<file path="config.mk">
export PLATFORM = sky130hd
export DESIGN_NAME = csr_out_fifo
export DESIGN_NICKNAME = d
export VERILOG_FILES = /design/src/rtl/csr_out_fifo.sv
export SDC_FILE = /design/constraint.sdc
export NUM_CORES = 1
export LEC_CHECK = 0
export ABC_AREA = 1
export BUFFER_PORTS_ARGS = -buffer_cell sky130_fd_sc_hd__buf_2
export CORE_ASPECT_RATIO = 0.7
export CORE_UTILIZATION = 25
export CTS_CLUSTER_DIAMETER = 80
export CTS_CLUSTER_SIZE = 40
export DETAILED_ROUTE_END_ITERATION = 16
export GPL_ROUTABILITY_DRIVEN = 0
export PLACE_DENSITY_LB_ADDON = 0.05
export SLEW_MARGIN = 15
export SYNTH_ARGS = -nofsm -noshare
export SYNTH_HDL_FRONTEND = slang
export SYNTH_SLANG_ARGS = --single-unit
</file>
<file path="constraint.sdc">
create_clock -name clk_i -period 19.2 [get_ports clk_i]
set_clock_uncertainty 0.15 [all_clocks]
set_input_delay 0 -clock clk_i [delete_from_list [all_inputs] [get_ports clk_i]]
set_output_delay 0 -clock clk_i [all_outputs]
set_load 0.1 [all_outputs]
</file>
<file path="src/rtl/csr_out_fifo.sv">
// CSR-mapped output port with an internal FIFO: the CPU pushes words through the CSR bus,
// a downstream consumer drains them over a valid/ready stream.
module csr_out_fifo #(
    parameter logic [11:0] CSR_BASE = 12'h780,
    parameter int          DATA_W   = 64,
    parameter int          DEPTH    = 16
) (
    input  logic              clk_i,
    input  logic              reset_ni,
    input  logic [11:0]       cadr_i,
    input  logic              coe_i,
    input  logic              cwe_i,
    input  logic [63:0]       cdat_i,
    output logic [63:0]       cdat_o,
    output logic              cvalid_o,
    output logic [DATA_W-1:0] out_dat_o,
    output logic              out_valid_o,
    input  logic              out_ready_i,
    output logic              irq_o
);
    localparam int AW = $clog2(DEPTH);

    logic [DATA_W-1:0] mem [DEPTH];
    logic [AW-1:0]     rd_ptr_reg, rd_ptr_next;
    logic [AW-1:0]     wr_ptr_reg, wr_ptr_next;
    logic [AW:0]       count_reg, count_next;
    logic              ovf_reg, ovf_next;
    logic [DATA_W-1:0] head_reg, head_next;
    logic [63:0]       head_ext;
    logic [63:0]       status;

    logic hit_data, hit_status, hit_ctrl;
    logic wr_data, wr_ctrl, flush, ovf_clr;
    logic empty, full, pop, push_ok, push_drop;

    assign hit_data   = (cadr_i == CSR_BASE);
    assign hit_status = (cadr_i == CSR_BASE + 12'd1);
    assign hit_ctrl   = (cadr_i == CSR_BASE + 12'd2);
    assign cvalid_o   = (hit_data | hit_status | hit_ctrl) & (coe_i | cwe_i);

    assign wr_data = cwe_i & hit_data;
    assign wr_ctrl = cwe_i & hit_ctrl;
    assign flush   = wr_ctrl & cdat_i[0];
    assign ovf_clr = wr_ctrl & cdat_i[1];

    assign empty     = (count_reg == '0);
    assign full      = (count_reg == (AW+1)'(DEPTH));
    assign pop       = ~empty & out_ready_i;
    // A full FIFO still accepts a push when the head leaves on the same edge.
    assign push_ok   = wr_data & (~full | pop);
    assign push_drop = wr_data & full & ~pop;

    always_comb begin
        rd_ptr_next = rd_ptr_reg;
        wr_ptr_next = wr_ptr_reg;
        count_next  = count_reg;
        ovf_next    = ovf_reg;
        if (flush) begin
            rd_ptr_next = '0;
            wr_ptr_next = '0;
            count_next  = '0;
        end else begin
            if (pop)
                rd_ptr_next = rd_ptr_reg + 1'b1;
            if (push_ok)
                wr_ptr_next = wr_ptr_reg + 1'b1;
            if (push_ok && !pop)
                count_next = count_reg + 1'b1;
            else if (pop && !push_ok)
                count_next = count_reg - 1'b1;
        end
        if (ovf_clr)
            ovf_next = 1'b0;
        if (push_drop)
            ovf_next = 1'b1;
    end

    // The pushed word becomes the head only when it lands on the next read slot.
    always_comb begin
        head_next = '0;
        if (count_next != '0) begin
            if (push_ok && (wr_ptr_reg == rd_ptr_next))
                head_next = cdat_i[DATA_W-1:0];
            else
                head_next = mem[rd_ptr_next];
        end
    end

    always_ff @(posedge clk_i) begin
        if (reset_ni && push_ok)
            mem[wr_ptr_reg] <= cdat_i[DATA_W-1:0];
    end

    always_ff @(posedge clk_i) begin
        if (!reset_ni) begin
            rd_ptr_reg <= '0;
            wr_ptr_reg <= '0;
            count_reg  <= '0;
            ovf_reg    <= 1'b0;
            head_reg   <= '0;
        end else begin
            rd_ptr_reg <= rd_ptr_next;
            wr_ptr_reg <= wr_ptr_next;
            count_reg  <= count_next;
            ovf_reg    <= ovf_next;
            head_reg   <= head_next;
        end
    end

    genvar gi;
    generate
        for (gi = 0; gi < 64; gi++) begin : g_head_ext
            if (gi < DATA_W) begin : g_bit
                assign head_ext[gi] = head_reg[gi];
            end else begin : g_pad
                assign head_ext[gi] = 1'b0;
            end
        end
    endgenerate

    assign status = {39'b0, 9'(count_reg), 13'b0, ovf_reg, full, empty};

    always_comb begin
        cdat_o = '0;
        if (coe_i) begin
            if (hit_data)
                cdat_o = head_ext;
            else if (hit_status)
                cdat_o = status;
        end
    end

    assign out_dat_o   = head_reg;
    assign out_valid_o = ~empty;
    assign irq_o       = ovf_reg;
endmodule

</file>
==> impl_metrics.json <==
{
  "status": "complete, no violations",
  "drtPass1Iterations": 5,
  "route.detailed.drc": 0,
  "die_w_um": 529.7,
  "cp_common_cell": "dlygate4sd3_1",
  "max_cap_violations": 0,
  "grt_pass1_wl_mm": 254.2,
  "syn_to_final_growth_pct": 14.16,
  "slew_headroom_pct": 29.30,
  "seq_area_frac_synth_pct": 66.29,
  "initial_utilization_pct": 25.18,
  "cts_tree": "done",
  "grt_pass1_vias": 32490,
  "numCtsBuffers": 66,
  "hpwl_mm": 90.88,
  "drt_wl_total_mm": 178.8,
  "ir_drop_v": 0.0001356,
  "vias": 33170,
  "synth_cell_type_count": 36,
  "ant_nets": 0,
  "clkSlewWorstSetupHoldPaths_ns": 0.09,
  "cp_num_buf_inv": 8,
  "synth.top_cell.area_share_pct": 63.09,
  "maxSlewViolCount": 0,
  "min_from": "cadr_i[7]",
  "clockBufferDepth": 3,
  "largest_reg_flops": 1024,
  "syn_area_per_cell_sq_um": 10.52,
  "worst_path_max_delay_cell": "buf_4",
  "path_class": "in2reg",
  "synthCells": 4632,
  "hold_depth": 9,
  "tightest_slew_ns": 1.058,
  "rr_worst_depth": 18,
  "synth_nets": 4720,
  "critPathCaptureType": "register",
  "chipHeight_um": 371.4,
  "path_max_fanout": 87,
  "antenna_found_initial": 10,
  "viasPerCell": 4.461,
  "utilization_pct": 28.74,
  "setup_viol": 0,
  "io_buffer_count": 211,
  "rows": 135,
  "r2r-start": "count_reg[0]",
  "clockRootBuffer": "clkbuf_16",
  "finalHoldViolations": 0,
  "cts_setup_buffers": 0,
  "reg2reg_slack_ns": 13.64,
  "synth_top_cell_by_area": "edfxtp_1",
  "fin_crit_sh_pct": 31.19,
  "die-area_sq_um": 196800,
  "power.density_nw_per_um2": 145.3,
  "startpoint_type": "input port",
  "grt_max_degree": 152,
  "num-nets-final": 4864,
  "ys_ff_latch": 1102,
  "holdPathEnd": "wr_ptr_reg[1]",
  "insertion_delay_ns": 0.72,
  "drive_gt1_share_pct": 10.07,
  "synth_ff_type": "edfxtp_1",
  "total_power_w": 0.008082,
  "period_minus_slack_ns": 5.988,
  "htree_levels": 3,
  "yosys_warnings": 0,
  "fill_cells": 20310,
  "synthArstFlopShare_pct": 0,
  "grt_overflow_total": 0,
  "min_path_type": "in2reg",
  "worstPathRequired_ns": 19.64,
  "cp_top_family": "buffers and inverters",
  "clock_sinks": 1102,
  "synth_area_leaders": "edfxtp_1 63%, nand3_1 9.7%, nand2_1 6.2%, inv_1 5.2%, nand3b_1 4.5%",
  "synth_area_sq_um": 48740,
  "core_area_sq_um": 193600,
  "rr_endpoint": "out_dat_o[5]",
  "pin_count": 212,
  "rsz0062_at_grt": "no",
  "wl_per_cell_um": 24.05,
  "leakagePower_nw": 21.81,
  "synth_edf_count": 1024,
  "setup-tns-final_ns": 0,
  "fmax_mhz": 167.0,
  "slowest_delay_ns": 0.79,
  "arrival_ns": 6.43,
  "track_usage_pct": 18.05,
  "worstPathCellList": "dlygate4sd3_1 > buf_2 > nor2_1 > dlygate4sd3_1 > nand2_1 > dlygate4sd3_1 > nor2_2 > dlygate4sd3_1 > nand4_4 > nand2_8 > buf_4 > buf_4 > buf_4 > nand2_1 > nand3_1 > nand3_1 > nand3_1 > nand2_1 > nor2_1 > nor2_1",
  "drt_iter0_drc": 2431
}
worst min-delay path, cell delays in order:
cell and delay (ns):
buf_2 0.11, nand2_1 0.06, nor2_1 0.05, nand2_1 0.18, nor2_4 0.11, nand2_1 0.11
nor2_2 0.08, inv_1 0.09, a211oi_1 0.07
final cells by class:
cell class	instances	area (sq um)	area share, %
tap	2603	3257	5.854
inverter	682	2599	4.671
multi-input combinational	2553	12620	22.69
timing repair buffer	371	2487	4.471
sequential	1102	32310	58.07
antenna	6	15.01	0.02699
clock buffer	70	1708	3.070
clock inverter	49	639.4	1.149
where the power goes:
part           switching [W]  internal (W)
registers          0.0000734       0.00268
logic                0.00274      0.000865
clock network       0.000979      0.000747
total                0.00379       0.00429
per-stage QoR:
| stage | instance area [sq um] | hold WS (ns) | worst slack, ns | std cells |
|---|---|---|---|---|
| 2_1_floorplan | 48740 | -0.05113 | 10.57 | 4632 |
| 3_3_place_gp | 52460 | 0.2763 | 13.69 | 7229 |
| 3_5_place_dp | 52460 | 0.2733 | 13.61 | 7229 |
| 4_1_cts | 55620 | 0.006432 | 13.18 | 7430 |
| 5_1_grt | 55630 | 0.04533 | 12.79 | 7431 |
| 6_report | 55640 | 0.05207 | 13.21 | 7436 |
kinds of logic after synthesis:
logic type	after synthesis	synth area share, %
simple gates	2478	24.53
flops	1102	66.29
buf+inv	977	8.217
compound gates	63	0.6931
fa+ha+maj	7	0.1797
xor+xnor	5	0.08985
repair_timing:
action | 4_1_cts | 5_1_grt
resized for setup | 0 | 0
hold buffers | 82 | 0
hold endpoints to repair | 1111 | 0
layer usage:
metal  GRT usage, %  routed length, um  part of all wire, %  up-vias
met5              0                 48                0.027        -
met4          3.314               2844                  1.6        8
met3          2.145               5795                  3.2      130
met2          27.84              78140                   44      497
met1          27.09              91990                   51    16710
li1               -                  -                    -    15830
worst max-delay path by stage:
stage,startpoint,endpoint,slack (ns),cells after the start
2_1_floorplan,count_reg[0],mem[7][0],10.57,9
3_3_place_gp,count_reg[0],out_dat_o[5],13.69,18
3_5_place_dp,count_reg[0],out_dat_o[5],13.61,18
4_1_cts,cadr_i[11],out_dat_o[5],13.18,20
5_1_grt,cadr_i[11],out_dat_o[5],12.79,20
6_report,cadr_i[11],out_dat_o[5],13.21,20
cells in the mapped netlist, types with 2 or more instances:
cell type  count
nand3_2        3
nor2_4         3
nor4_1         2
o21ai_0       34
dfxtp_1       78
inv_2          5
nor3_1         6
nor2_1       306
inv_1        672
buf_6          3
edfxtp_1    1024
xor2_1         4
a21oi_1       20
clkinv_1       3
nand4_1       67
nand2_2        3
or2_2         30
nor2_2         5
o31ai_1        4
buf_1         36
clkbuf_1      86
buf_2        131
inv_4          2
buf_4         39
ha_1           7
nand3_1      946
nand2_4        2
nand2_1      809
a211oi_1       2
nand3b_1     294
cell usage in the layout, fill, tap and decap left out, types with 6 or more instances in the layout:
cell              n
clkinv_4          7
inv_8             6
inv_1           671
edfxtp_1       1024
nand3b_1        294
clkbuf_16        67
or2_2            30
clkinv_8          7
nand3_1         946
dfxtp_1          78
nor2_1          289
dlygate4sd3_1    82
buf_4            76
diode_2           6
inv_6            11
o21ai_0          34
nand4_1          67
ha_1              7
nand2_1         807
a21oi_1          20
nor3_1            6
nor2_4           21
buf_2           211
Note: power is estimated with default switching activity, not from simulation.
